$ cat src/rtl/ex_muldiv_unit.sv
// Iterative RV32M multiply/divide unit for the execute stage.
// Radix-2 shift-add multiply and restoring divide, one step per clock.
module ex_muldiv_unit #(
    parameter int XLEN = 32,
    parameter int ITER = 32
) (
    input  logic            clk,
    input  logic            rst,
    input  logic            in_valid,
    input  logic            flush,
    input  logic [31:0]     Instr_E,
    input  logic [31:0]     RD1_E,
    input  logic [31:0]     RD2_E,
    output logic            stall,
    output logic            done,
    output logic [31:0]     result
);

    localparam int CW = (ITER > 1) ? $clog2(ITER) : 1;

    typedef enum logic [1:0] {IDLE, PREP, CALC, DONE} state_t;

    state_t              state;
    logic [2:0]          op;
    logic [XLEN-1:0]     opa;
    logic [XLEN-1:0]     opb;
    logic [XLEN-1:0]     mag_a;
    logic [XLEN-1:0]     mag_b;
    logic [2*XLEN-1:0]   acc;
    logic [CW-1:0]       count;
    logic                neg_res;

    logic                is_m;
    logic                accept;
    logic                is_div;
    logic                a_signed;
    logic                b_signed;
    logic                a_neg;
    logic                b_neg;
    logic [XLEN-1:0]     abs_a;
    logic [XLEN-1:0]     abs_b;
    logic                div_zero;
    logic                div_ovf;
    logic                special;
    logic [XLEN-1:0]     special_res;

    logic [XLEN:0]       mul_sum;
    logic [XLEN:0]       rem_sh;
    logic [XLEN+1:0]     diff;
    logic [2*XLEN-1:0]   mul_next;
    logic [2*XLEN-1:0]   div_next;
    logic [2*XLEN-1:0]   acc_step;
    logic [2*XLEN-1:0]   prod;
    logic [XLEN-1:0]     div_sel;
    logic [XLEN-1:0]     final_res;

    assign is_m   = (Instr_E[6:0] == 7'b0110011) && (Instr_E[31:25] == 7'b0000001);
    assign accept = (state == IDLE) && in_valid && is_m && !flush;
    assign stall  = accept || (state == PREP) || (state == CALC);

    // Operand signedness per funct3: MULH/MULHSU/DIV/REM sign rs1, MULH/DIV/REM sign rs2.
    assign is_div   = op[2];
    assign a_signed = (op == 3'd1) || (op == 3'd2) || (op == 3'd4) || (op == 3'd6);
    assign b_signed = (op == 3'd1) || (op == 3'd4) || (op == 3'd6);
    assign a_neg    = a_signed && opa[XLEN-1];
    assign b_neg    = b_signed && opb[XLEN-1];
    assign abs_a    = a_neg ? -opa : opa;
    assign abs_b    = b_neg ? -opb : opb;

    assign div_zero = (opb == '0);
    assign div_ovf  = !op[0] && (opa == {1'b1, {(XLEN-1){1'b0}}}) && (opb == '1);
    assign special  = is_div && (div_zero || div_ovf);

    always_comb begin
        special_res = '0;
        if (op[1])
            special_res = div_zero ? opa : '0;
        else
            special_res = div_zero ? '1 : opa;
    end

    // Multiply keeps {partial high, remaining multiplier} and shifts right;
    // divide keeps {remainder, dividend/quotient} and shifts left.
    always_comb begin
        mul_sum  = {1'b0, acc[2*XLEN-1:XLEN]} + {1'b0, (acc[0] ? mag_a : {XLEN{1'b0}})};
        mul_next = {mul_sum, acc[XLEN-1:1]};

        rem_sh   = acc[2*XLEN-1:XLEN-1];
        diff     = {1'b0, rem_sh} - {2'b00, mag_b};
        if (!diff[XLEN+1])
            div_next = {diff[XLEN-1:0], acc[XLEN-2:0], 1'b1};
        else
            div_next = {rem_sh[XLEN-1:0], acc[XLEN-2:0], 1'b0};

        acc_step = is_div ? div_next : mul_next;
    end

    always_comb begin
        prod      = neg_res ? -acc_step : acc_step;
        div_sel   = op[1] ? acc_step[2*XLEN-1:XLEN] : acc_step[XLEN-1:0];
        final_res = '0;
        if (is_div)
            final_res = neg_res ? -div_sel : div_sel;
        else if (op == 3'd0)
            final_res = prod[XLEN-1:0];
        else
            final_res = prod[2*XLEN-1:XLEN];
    end

    // The final result is registered on the edge into DONE so that result and
    // done are valid together in the DONE cycle.
    always_ff @(posedge clk) begin
        if (rst) begin
            state   <= IDLE;
            op      <= '0;
            opa     <= '0;
            opb     <= '0;
            mag_a   <= '0;
            mag_b   <= '0;
            acc     <= '0;
            count   <= '0;
            neg_res <= 1'b0;
            done    <= 1'b0;
            result  <= '0;
        end else begin
            done <= 1'b0;
            case (state)
                IDLE: begin
                    if (accept) begin
                        op    <= Instr_E[14:12];
                        opa   <= RD1_E;
                        opb   <= RD2_E;
                        state <= PREP;
                    end
                end
                PREP: begin
                    if (flush) begin
                        state <= IDLE;
                    end else if (special) begin
                        result <= special_res;
                        done   <= 1'b1;
                        state  <= DONE;
                    end else begin
                        mag_a   <= abs_a;
                        mag_b   <= abs_b;
                        acc     <= is_div ? {{XLEN{1'b0}}, abs_a} : {{XLEN{1'b0}}, abs_b};
                        neg_res <= (is_div && op[1]) ? a_neg : (a_neg ^ b_neg);
                        count   <= CW'(ITER - 1);
                        state   <= CALC;
                    end
                end
                CALC: begin
                    if (flush) begin
                        state <= IDLE;
                    end else begin
                        acc   <= acc_step;
                        count <= count - 1'b1;
                        if (count == '0) begin
                            result <= final_res;
                            done   <= 1'b1;
                            state  <= DONE;
                        end
                    end
                end
                DONE: begin
                    state <= IDLE;
                end
                default: state <= IDLE;
            endcase
        end
    end

endmodule

$ cat config.mk
export PLATFORM = sky130hd
export DESIGN_NAME = ex_muldiv_unit
export DESIGN_NICKNAME = d
export VERILOG_FILES = /design/src/rtl/ex_muldiv_unit.sv
export SDC_FILE = /design/constraint.sdc
export NUM_CORES = 1
export LEC_CHECK = 0
export CAP_MARGIN = 10
export CORE_MARGIN = 2
export CORE_UTILIZATION = 30
export CTS_BUF_LIST = sky130_fd_sc_hd__clkbuf_2 sky130_fd_sc_hd__clkbuf_4 sky130_fd_sc_hd__clkbuf_8
export CTS_CLUSTER_DIAMETER = 200
export CTS_CLUSTER_SIZE = 10
export DETAILED_ROUTE_END_ITERATION = 8
export PLACE_DENSITY = 0.58
export SLEW_MARGIN = 20
export SYNTH_ARGS = -nofsm -noshare
export SYNTH_HDL_FRONTEND = slang
export SYNTH_SLANG_ARGS = --single-unit
$ cat constraint.sdc
create_clock -name clk -period 7.55 [get_ports clk]
set_input_delay 1.51 -clock clk [delete_from_list [all_inputs] [get_ports clk]]
set_output_delay 1.51 -clock clk [all_outputs]
set_load 0.005 [all_outputs]
======== After elaboration in Yosys (flattened, before gate mapping) ========
Index checks and enable logic that the tools add are counted.
word-level totals
  word-level logic and storage cells ...... 108
  register bits ........................... 236
  input bits .............................. 100
cells by class
  bitwise gates (word level) .............. 3
  eq/ne operators ......................... 18
  reduce and logical (&&, ||, !) cells .... 30
  muxes and demuxes ....................... 39
  add/subtract/negate cells ............... 7
operators by type and width
  kind                    count
  $mux W32                15
  $mux W64                6
  $pmux W64 S2            1
  $neg A32 Y32            3
  $eq A32 B32 Y1 const B  2
  $neg A64 Y64            1
  $pmux W32 S2            1
  $sub A33 B32 Y34        1
  $add A32 B32 Y33        1
  $logic_not A32 Y1       1
  $mux W5                 3
  $logic_and A1 B1 Y1     10
  $ne A2 B2 Y1 const B    5
  $pmux W5 S2             1
  $logic_or A1 B1 Y1      8
  $mux W2                 4
  $pmux W2 S4             1
  $eq A7 B1 Y1 const B    1
  $eq A7 B6 Y1 const B    1
  $eq A3 B3 Y1 const B    2
  $mux W1                 6
  $logic_not A5 Y1        1
  $reduce_and A5 Y1       1
  $sub A5 B1 Y5 const B   1
  other kinds (16)        20

======== Logic depth before layout (Yosys ltp) ========
Gate-level depths: netlist of run 1.
  depth after elaboration ................. 10
  mapped depth ............................ 23
  gate-level depth less buffers ........... 21

======== Worst setup path before layout of run 1 ========
Ideal clock, no wire load.
  path kind ............................... flip-flop to flip-flop
  start ................................... reg acc[0]
  end ..................................... reg result[30]
  path buffers ............................ 1
  required time ........................... 7.455 ns
  slack ................................... 2.377 ns
  clock period less this slack ............ 5.173 ns
  stages on the path, launching flop included .. 19
  data arrival time ....................... 5.078 ns
  cells stage by stage .................... dfxtp_1 > clkbuf_1 > and2_1 > ha_1 > fa_1 > a21o_1 > a221o_1 > a31oi_2 > o21ai_0 > a221oi_1 > xor2_1 > nor2_1 > or4_1 > or4b_1 > or3_4 > o41ai_1 > xor2_1 > or3_1 > a221oi_1
on the way
  cells in the longest elaborated chain, start to end .. 10
  elaborated cells between the ends (all ways) .. 14
  classes of those cells .................. add/sub (3); mux (11)
RTL lines
  element                                          RTL line  text
  from (decl)                                      29        logic [2*XLEN-1:0] acc;
  from (signal assigned)                           146       acc <= is_div ? {{XLEN{1'b0}}, abs_a} : {{XLEN{1'b0}}, abs_b};
  from (signal assigned)                           156       acc <= acc_step;
  $mux W32                                         85        mul_sum = {1'b0, acc[2*XLEN-1:XLEN]} + {1'b0, (acc[0] ? mag_a : {XLEN{1'b0}})};
  $add A32 B32 Y33                                 85
  $mux W64 (*)                                     95        acc_step = is_div ? div_next : mul_next;
  $neg A64 Y64 / $mux W32 (equally long branches)  99, 100
  $mux W64 / $neg A32 Y32 (equally long branches)  99, 103
  $mux W32, on equally long branches               104, 103
  $mux W32 (*)                                     102       if (is_div)
  $mux W32 (*)                                     158       if (count == '0) begin
  $mux W32 (*)                                     153       if (flush) begin
  $pmux W32 S2 (*)                                 127       case (state)
  to (signal assigned)                             140       result <= special_res;
  to (signal assigned)                             159       result <= final_res;
  to (decl)                                        16        output logic [31:0] result
Mark *: on every way between the ends. The rest lies on a longest branch, timed or not. The select of a mux whose other input is x is not followed.
A chain may end at the register's enable or synchronous reset.

======== Worst setup path after layout of run 1 ========
  start ................................... reg mag_b[1]
  end ..................................... reg result[30]
on the way
  cells in the longest elaborated chain, start to end .. 10
  elaborated cells between the ends (all ways) .. 13
  classes of those cells .................. add/sub (3); mux (10)
RTL lines
  element                                          RTL line  text
  from (decl)                                      28        logic [XLEN-1:0] mag_b;
  from (signal assigned)                           145       mag_b <= abs_b;
  $sub A33 B32 Y34 (*)                             89        diff = {1'b0, rem_sh} - {2'b00, mag_b};
  $mux W64 (*)                                     90        if (!diff[XLEN+1])
  $mux W64 (*)                                     95
  $neg A64 Y64 / $mux W32 (equally long branches)  99, 100
  $mux W64 / $neg A32 Y32 (equally long branches)  99, 103
  $mux W32, on equally long branches               104, 103
  $mux W32 (*)                                     102
  $mux W32 (*)                                     158
  $mux W32 (*)                                     153
  $pmux W32 S2 (*)                                 127
Marked as above.

==> impl_results.md, run 1 <==
- Max_slew headroom: 22.4%
- Vias in the first global route: 19,400
- Final core occ: 33.9%
- Post-Syn Area: 19,900 um2
- Max H-tree Level: 1
- Element type at the critical path end: flip-flop
- Worst hold slack: 0.437 ns
- 1st-iter DRT viols: 2,363
- CTS tree: done
- Prevailing post-synth register cell: dfxtp_1
- Via density: 5.85
- Maximum achievable frequency: 157 MHz
- Post-CTS Hold Fix Bufs: 0
- Synth cell types: 99
- CTS sink count: 236
- Grt total ovfl: 0
- Total power: 3.31 mW
- Total CTS buffers: 27
- CP arrival: 6.93 ns
- Clk_lat worst skew: 0.70 ns
- Max IR drop VDD: 0.130 mV
- Ports: 134
- Leakage: 8.06 nW
- Initial antenna violation count: 0
- Largest net degree at the start of global routing: 86
- Chip height: 261 um
- CP Data Required Time: 8.12 ns
- Sequential area share after synthesis: 23.8%
- GPL Wtd Cong: 0.976
- CTS Root Cell: clkbuf_8
- Max Cap Viol: 0
- DIE WIDTH: 261 um
- Syn avg cell area: 7.16 um2
- Count of state elements after synthesis: 236
- GR Util All Layers: 24.1%
- RSZ-0062 raised after global routing: false
- Layout area overhead: 12.0%
- Ys Warns: 0
- Final wirelength: 84,800 um
- Top cell type by total area after synthesis: dfxtp_1
- Clock skew: 0.0499 ns
- Post-CTS sizing: 0
- Setup crit start kind: flip-flop
- # rows: 94
- TritonRoute pass-1 iters: 8
- DPL Wire Length: 64,800 um
- Class of the worst hold path: reg -> reg
- Starting Density: 30.3%
- Area share of the largest cell type after synthesis: 23.8%
- Pwr dens: 149 nW/um2
- Fin crit period: 6.37 ns
- Hold Vio Cnt, Final: 0
- Share of layout cells above drive strength 1: 6.39%
- Antenna cells: 0
- Fin crit share: 84.3%
- Ys async rst share: 0%
- Postcts setup bufs: 0
- # DRC: 0
- Die area: 68,300 um2
- DR WL/cell: 23.2 um
- Syn nets: 2,954
- Max-slew violation count: 0
- Status: completed
- Nets@finish: 2,960
- Post-synth EDFFs: 0
- Crit path kind: reg -> reg
- Core area: 65,600 um2
- CTS Buffer Depth: 3
- Worst slew pin tran: 1.16 ns
- Final Non-Filler Cells: 3,649
- Number of port buffers: 118
- Clk pin slew, worst setup/hold paths: 0.11 ns
- Syn Inst Count: 2,778
- First-pass GRT wire length: 125,000 um
- Final setup fails: 0
- Setup TNS: 0 ns
- Synth top area cells: dfxtp_1 (24%), nand2_1 (7.0%), nor2_1 (6.7%), a21oi_1 (6.6%), ha_1 (4.7%)
- Via count: 21,400
- Inst Count DP: 3,619
- Post-DRT Antenna Nets: 0
- Critical path peak fanout: 5
==> worst paths after layout <==
check | from | end | slack [ns] | cells past startpoint
setup reg to reg | mag_b[1]$_SDFFE_PP0P_ | result[30]$_SDFFE_PP0P_ | 1.18 | 22
hold reg to reg | result[15]$_SDFFE_PP0P_ | result[15]$_SDFFE_PP0P_ | 0.44 | 2
hold / removal | result[15]$_SDFFE_PP0P_ | result[15]$_SDFFE_PP0P_ | 0.44 | 2
setup / recovery | mag_b[1]$_SDFFE_PP0P_ | result[30]$_SDFFE_PP0P_ | 1.18 | 22
==> flip-flops by register name, summed over array words and instances (netlist names) <==
register / count
acc: 64
count: 5
done: 1
mag_a: 32
mag_b: 32
neg_res: 1
op: 3
opa: 32
opb: 32
result: 32
state: 2
==> final cells by class <==
type / count / area [um2]
fill: 7145 / 43400
multi-input combinational: 2271 / 14100
sequential: 236 / 4730
timing repair buffer: 175 / 1620
tap: 864 / 1080
clock buffer: 28 / 379
inverter: 73 / 275
clock inverter: 2 / 41.3
==> per-stage QoR <==
stage | setup slack [ns] | instance area, um2
floorplan | 2.38 | 19900
finish | 1.18 | 22300
detailed placement | 1.40 | 21800
global route | 0.845 | 22300
global placement | 1.39 | 21800
CTS | 1.34 | 22300
==> placed cells by master (no fill, tap or decap), drive strengths merged, types with 25 or more instances in the layout <==
master	count
o31ai	30
nand2	371
xnor2	88
o21ai	151
nor2	355
o211ai	29
inv	71
mux2i	71
clkbuf	28
a21oi	264
a21o	25
nor3	86
dfxtp	236
a31oi	38
and2	50
a22oi	29
buf	58
clkdlybuf4s50	117
xor2	78
nand3	69
a211oi	68
ha	74
nand4	31
==> cell usage after synthesis (all sizes together) (42+ instances only) <==
library cell  number
xnor2             88
inv               71
ha                74
buf               42
nand3             69
mux2i             71
a211oi            68
nor2             355
clkbuf           156
dfxtp            236
and2              50
nand2            371
xor2              78
nor3              86
a21oi            264
o21ai            151
==> cell families after synthesis <==
group | count (synthesis) | share of synthesized area [%]
adder cells (fa/ha/maj) | 76 | 4.86
buffers and inverters | 271 | 5.39
AO/OA/AOI/OAI | 822 | 26.9
AND/OR/NAND/NOR | 1107 | 25.6
XOR/XNOR | 166 | 7.31
multiplexers | 100 | 6.12
flip-flops | 236 | 23.8
==> layer usage <==
metal,vias to the layer above,wire length (um),GRT usage [%]
met5,-,0,0
met4,0,4700,11.7
met3,208,8220,5.71
met2,1042,35800,35.9
met1,10000,36100,32.6
li1,10100,-,-
==> critical path: stages, from the launching register on <==
cell and delay [ns]:
dfxtp_1 0.35, inv_1 0.07, ha_1 0.28, nor2b_1 0.15, o2111ai_1 0.40, a21oi_1 0.18
o31ai_2 0.47, a21bo_1 0.28, a31oi_1 0.24, inv_1 0.12, ha_1 0.27, o21ai_0 0.13
nor2_1 0.41, nand3_1 0.34, nor2_1 0.32, nand4_1 0.30, nor4_2 0.24, buf_4 0.20
nand4b_1 0.34, o41ai_1 0.44, xor2_1 0.10, or3_1 0.33, a221oi_1 0.27
==> power by group <==
group | switching, mW | total (mW) | leakage, nW | internal, mW
Sequential | 0.0480 | 1.33 | 1.91 | 1.29
Clock | 0.522 | 0.883 | 0.219 | 0.360
Combinational | 0.688 | 1.09 | 5.93 | 0.403
Power figures use the tool's default switching activity.
==> run 2, diff against run 1 <==
--- a/config.mk
+++ b/config.mk
@@ -12,7 +12,7 @@
 export CTS_CLUSTER_DIAMETER = 200
 export CTS_CLUSTER_SIZE = 10
 export DETAILED_ROUTE_END_ITERATION = 8
-export PLACE_DENSITY = 0.58
+export PLACE_DENSITY = 0.6
 export SLEW_MARGIN = 20
 export SYNTH_ARGS = -nofsm -noshare
 export SYNTH_HDL_FRONTEND = slang
==> constraint.sdc (replaced) <==
create_clock -name clk -period 5.35 [get_ports clk]
set_input_delay 1.07 -clock clk [delete_from_list [all_inputs] [get_ports clk]]
set_output_delay 1.07 -clock clk [all_outputs]
set_load 0.005 [all_outputs]
==> run 2 against run 1 <==
  * Combinational power grew 65%
  * Cell area increased by 8.5%
  * Largest power group unchanged
  * Global-route usage increased by 1.4 points
  * Clock power increased by 39%
  * First-iteration DRC count up 15%
  * Total power is 48% higher
==> impl_results.md, run 2 (same netlist as run 1, synthesis figures left out) <==
- Worst Hold Depth: 2
- TritonRoute pass-1 iters: 5
- Clk_lat worst skew: 0.68 ns
- # DRC: 0
- Placement Cell Area: 23,400 um2
- Top register by number of flip-flops: acc
- CTS Buffer Depth: 3
- Hold Vio Cnt, Final: 0
- Number of port buffers: 118
- Maximum achievable frequency: 192 MHz
- Via density: 5.77
- Class of the worst hold path: reg -> reg
- Placement Setup Slack: -0.0896 ns
- Post-DRT Antenna Nets: 0
- Nets@finish: 3,176
- Worst slew pin tran: 1.20 ns
- Sequential group share of total power: 38.3%
- Final Non-Filler Cells: 3,866
- Clock skew: 0.0611 ns
- Via count: 22,300
- Worst hold slack: 0.440 ns
- DIE WIDTH: 261 um
- Leakage: 9.18 nW
- Clock power frac: 25.1%
- Max Cap Viol: 0
- Final core occ: 36.8%
- Pwr dens: 203 nW/um2
- Largest net degree at the start of global routing: 95
- Fin crit period: 5.22 ns
- Total power: 4.91 mW
- Inst Count DP: 3,823
- Chip height: 261 um
- Fin crit share: 97.6%
- Max H-tree Level: 1
- Status: completed
- Total CTS buffers: 27
- Grt total ovfl: 0
- FF-to-FF path depth: 21
- CTS tree: done
- CP arrival: 5.81 ns
- Setup TNS: 0 ns
- Max-slew violation count: 0
- Initial antenna violation count: 1
- Clk pin slew, worst setup/hold paths: 0.09 ns
- Reg2reg start: acc[32]$_SDFFE_PP0P_
- DPL Wire Length: 70,300 um
- Final setup fails: 0
- Core area: 65,600 um2
- # rows: 94
- Die area: 68,300 um2
- Share of layout cells above drive strength 1: 14.3%
- Final wirelength: 89,900 um
- Max FFs per register: 64
- Finished Cell Area: 24,200 um2
- CP Data Required Time: 5.93 ns
- Net Sw Frac: 37.6%
- Critical path peak fanout: 18
- Fillers: 7,071
- Switch Pwr: 1.85 mW
- Starting Density: 30.3%
- Layout area overhead: 21.6%
- Element type at the critical path end: flip-flop
- Max_slew headroom: 19.6%
- First-pass GRT wire length: 132,000 um
- Gate power share: 36.6%
- R2R setup slack: 0.13 ns
- Internal Power: 3.06 mW
- DR WL/cell: 23.2 um
- Hold EP: result[15]$_SDFFE_PP0P_
- Vias in the first global route: 20,500
- Most common cell after layout, fill and taps aside: nand2_1
- GR Util All Layers: 25.5%
- Final setup margin: 0.130 ns
- Min-delay src: result[15]$_SDFFE_PP0P_
- CTS sink count: 236
- Setup crit start kind: flip-flop
- Crit path kind: reg -> reg
- GPL Wtd Cong: 0.980
- Ports: 134
- Most frequent cells in the layout: nand2_1 (370), nor2_1 (351), buf_4 (267), a21oi_1 (253), dfxtp_1 (231)
- R2R Path End: result[25]$_SDFFE_PP0P_
- 1st-iter DRT viols: 2,726
- CTS Root Cell: clkbuf_8
- Max IR drop VDD: 0.174 mV
==> run 2: cell types whose count changed in the layout (fill, tap and decap cells not counted), sizes merged <==
cell   change
buf      +216
diode      +1
==> run 2: power groups by stage <==
stage | clock network (mW) | logic [mW] | registers, mW
5_1_grt | 1.31 | 1.91 | 1.89
3_5_place_dp | 0 | 1.67 | 1.92
4_1_cts | 1.25 | 1.68 | 1.88
2_1_floorplan | 0 | 0.964 | 1.89
3_3_place_gp | 0 | 1.67 | 1.92
6_report | 1.23 | 1.80 | 1.88
==> run 2: final cells by class <==
cell class	instances	area (um2)	share of cell area (%)
clock buffers	28	379	1.57
flip-flops and latches	236	4730	19.6
inverters	73	275	1.14
diodes	1	2.50	0.0104
well taps	864	1080	4.47
repair buffers	391	3300	13.6
clock inverters	2	41.3	0.171
multi-input cells	2271	14400	59.4
==> run 2: how the worst max path moves through the flow <==
stage / depth (start not counted) / start / to / slack [ns]
detailed placement: 18 / acc[0]$_SDFFE_PP0P_ / result[30]$_SDFFE_PP0P_ / -0.09
CTS: 19 / acc[32]$_SDFFE_PP0P_ / result[18]$_SDFFE_PP0P_ / 0.005
floorplan: 18 / acc[0]$_SDFFE_PP0P_ / result[30]$_SDFFE_PP0P_ / 0.18
global route: 23 / acc[32]$_SDFFE_PP0P_ / result[21]$_SDFFE_PP0P_ / -0.02
finish: 21 / acc[32]$_SDFFE_PP0P_ / result[25]$_SDFFE_PP0P_ / 0.13
global placement: 18 / acc[0]$_SDFFE_PP0P_ / result[30]$_SDFFE_PP0P_ / -0.04
==> run 2: per-layer routing <==
metal  track usage (%)  up-vias  wire [um]
met3              4.23      221       8260
met5                 0        -          0
li1                  -    10500          -
met2              38.7     1089      38200
met1              34.9    10500      38100
met4              12.8        0       5330
==> run 2: critical path, cell delays in order, from the launching register on <==
cell and delay (ns):
dfxtp_1 0.32, buf_4 0.15, ha_1 0.26, nor2b_1 0.21, o2111ai_1 0.19, buf_4 0.20, a21oi_2 0.21, o31ai_4 0.09
buf_4 0.17, a21boi_4 0.22, buf_12 0.19, nor2_1 0.05, buf_4 0.18, a311o_1 0.45, buf_4 0.21, nor4_1 0.35
or4b_1 0.61, or3_1 0.38, or4_1 0.40, nand3_1 0.10, a22oi_1 0.08, o21ai_1 0.12
==> run 2: timing repair <==
action,CTS,global route
hold buffers,0,0
setup buffers,2,10
resized for setup,5,44
endpoints found under the setup margin,2,14
pin swaps,1,21
hold endpoints to repair,0,0
cloned,0,0
==> run 3, diff against run 2 <==
--- a/config.mk
+++ b/config.mk
@@ -6,13 +6,15 @@
 export NUM_CORES = 1
 export LEC_CHECK = 0
 export CAP_MARGIN = 10
+export CELL_PAD_IN_SITES_DETAIL_PLACEMENT = 0
+export CELL_PAD_IN_SITES_GLOBAL_PLACEMENT = 1
 export CORE_MARGIN = 2
 export CORE_UTILIZATION = 30
-export CTS_BUF_LIST = sky130_fd_sc_hd__clkbuf_2 sky130_fd_sc_hd__clkbuf_4 sky130_fd_sc_hd__clkbuf_8
+export CTS_BUF_LIST = sky130_fd_sc_hd__clkbuf_4 sky130_fd_sc_hd__clkbuf_8
 export CTS_CLUSTER_DIAMETER = 200
 export CTS_CLUSTER_SIZE = 10
 export DETAILED_ROUTE_END_ITERATION = 8
-export PLACE_DENSITY = 0.6
+export PLACE_DENSITY = 0.73
 export SLEW_MARGIN = 20
 export SYNTH_ARGS = -nofsm -noshare
 export SYNTH_HDL_FRONTEND = slang
==> run 3 against run 2 <==
  * Clock power rose by 3%
  * Global-route usage grew 0.56 points
  * Largest power group unchanged
  * Non-clock buffer count is 9 lower
  * Count of clock-buffer cells in the layout unchanged
  * Die area unchanged
  * Critical endpoint unchanged
  * Final cell count fell by 0.26%
  * Combinational power barely moved
  * Cell area is 0.43% lower
  * Worst hold slack improved by 0.013 ns
  * Routed wire length increased by 1.7%
==> impl_results.md, run 3 (same netlist as run 1, synthesis figures left out) <==
- Net Sw Frac: 38.2%
- Worst hold slack: 0.453 ns
- CTS sink count: 236
- Max_slew headroom: 28.6%
- RSZ-0062 raised after global routing: true
- DPL Wire Length: 71,200 um
- GR Util All Layers: 26.1%
- TritonRoute pass-1 iters: 6
- Max-slew violation count: 0
- Final wirelength: 91,400 um
- Maximum achievable frequency: 193 MHz
- Final setup fails: 0
- Min-delay src: result[15]$_SDFFE_PP0P_
- Hold Vio Cnt, Final: 0
- Top register by number of flip-flops: acc
- Max Cap Viol: 0
- Via count: 22,300
- Clock skew: 0.0280 ns
- Crit path kind: reg -> reg
- Clk_lat worst skew: 0.68 ns
- Number of port buffers: 118
- Max H-tree Level: 1
- Critical path peak fanout: 8
- Die area: 68,300 um2
- Sequential group share of total power: 38.1%
- Placement Setup Slack: -0.0710 ns
- Clk pin slew, worst setup/hold paths: 0.09 ns
- Grt total ovfl: 0
- CTS tree: done
- Clock power frac: 25.7%
- R2R setup slack: 0.17 ns
- DIE WIDTH: 261 um
- Most frequent cells in the layout: nand2_1 (370), nor2_1 (350), buf_4 (258), a21oi_1 (254), dfxtp_1 (231)
- Total CTS buffers: 27
- Switch Pwr: 1.88 mW
- Chip height: 261 um
- # DRC: 0
- Largest net degree at the start of global routing: 101
- Max FFs per register: 64
- CTS Root Cell: clkbuf_8
- Total power: 4.93 mW
- R2R Path End: result[25]$_SDFFE_PP0P_
- CP max stage delay: 0.59 ns
- CTS Buffer Depth: 3
- First-pass GRT wire length: 135,000 um
- Worst path cell trace: inv_1 > ha_2 > inv_1 > fa_1 > a211oi_2 > o211ai_1 > a21oi_1 > buf_4 > xor2_1 > a211oi_1 > a311o_1 > buf_4 > nor4_1 > or4b_1 > or3_1 > or4_1 > nand3_1 > a22oi_1 > o21ai_1
- Share of layout cells above drive strength 1: 14.0%
- Hold EP: result[15]$_SDFFE_PP0P_
- CP top delay family: simple AND/OR/NAND/NOR gates
- Leakage: 9.14 nW
- Buf/Inv on CP: 4
- Post-CTS Hold Fix Bufs: 0
- # rows: 94
- Internal Power: 3.05 mW
- Core area: 65,600 um2
- Setup crit start kind: flip-flop
- Final setup margin: 0.172 ns
- Status: completed
- Max IR drop VDD: 0.187 mV
- Most common cell after layout, fill and taps aside: nand2_1
- 1st-iter DRT viols: 2,490
- Fin crit share: 96.8%
- Element type at the critical path end: flip-flop
- Inst Count DP: 3,822
- Layout area overhead: 21.0%
- Via density: 5.79
- Fin crit period: 5.18 ns
- CP Data Required Time: 5.95 ns
- Worst Hold Depth: 2
- Class of the worst hold path: reg -> reg
- Vias in the first global route: 20,600
- Final Non-Filler Cells: 3,856
- Ports: 134
- Reg2reg start: acc[31]$_SDFFE_PP0P_
- DR WL/cell: 23.7 um
- Gate power share: 36.2%
- Worst slew pin tran: 1.07 ns
- CP arrival: 5.78 ns
- Initial antenna violation count: 1
- Antenna cells: 0
- GPL Wtd Cong: 0.964
- Setup TNS: 0 ns
- Post-DRT Antenna Nets: 0
- FF-to-FF path depth: 19
- Starting Density: 30.3%
- Pwr dens: 205 nW/um2
- Nets@finish: 3,167
- Max stage delay cell, worst path: or4b_1
## run 3: cell count changes in the layout (fill, tap and decap cells not counted), moves of 3 or more
cell	change
buf_4	-9
a221oi_2	+4
a221oi_1	-3
o21ai_0	-3
o21ai_1	+3
## run 3: metal layers
metal | share of wire (%) | vias up | track usage [%]
li1 | - | 10500 | -
met1 | 43 | 10600 | 36.3
met2 | 43 | 1038 | 39.5
met3 | 8.5 | 207 | 4.39
met4 | 5.2 | 0 | 11.4
met5 | 0 | - | 0
## run 3: tightest hold or removal path, cell delays in order (launching register included)
cell,delay [ns]
dfxtp_1,0.31
nand2_1,0.06
nand2_1,0.04
## run 3: layout make-up
class	instances	area [um2]
Clock inverter	2	41.3
Inverter	73	275
Clock buffer	28	379
Multi-Input combinational cell	2271	14300
Tap cell	864	1080
Timing Repair Buffer	382	3230
Sequential cell	236	4730
Fill cell	7147	41600
## run 3: worst max-delay path by stage
stage                          start                 endpoint  slack, ns  cells after the start
2_1_floorplan    acc[0]$_SDFFE_PP0P_  result[30]$_SDFFE_PP0P_       0.18                     18
3_3_place_gp     acc[0]$_SDFFE_PP0P_  result[30]$_SDFFE_PP0P_      -0.02                     18
3_5_place_dp     acc[0]$_SDFFE_PP0P_  result[30]$_SDFFE_PP0P_      -0.07                     18
4_1_cts          acc[0]$_SDFFE_PP0P_  result[30]$_SDFFE_PP0P_       0.03                     19
5_1_grt        mag_b[6]$_SDFFE_PP0P_  result[21]$_SDFFE_PP0P_     -0.002                     22
6_report        acc[31]$_SDFFE_PP0P_  result[25]$_SDFFE_PP0P_       0.17                     19
## run 3: power groups by stage
stage	Combinational (mW)	Sequential [mW]	Clock (mW)
finish	1.79	1.88	1.27
global route	1.91	1.88	1.34
CTS	1.70	1.88	1.28
detailed placement	1.69	1.92	0
global placement	1.69	1.92	0
floorplan	0.964	1.89	0
## run 3: stage by stage
| step | cell area (um2) | utilization, % |
|---|---|---|
| 5_1_grt | 24100 | 36.7 |
| 2_1_floorplan | 19900 | - |
| 4_1_cts | 23800 | 36.3 |
| 3_5_place_dp | 23400 | 35.7 |
| 3_3_place_gp | 23400 | 35.7 |
| 6_report | 24100 | 36.7 |
## run 3: repair_timing
action,in CTS,in global routing
cloned,0,0
pin swaps,1,15
setup endpoints to repair,2,16
buffers inserted,1,3
endpoints found under the hold margin,0,0
gates resized for setup,3,45
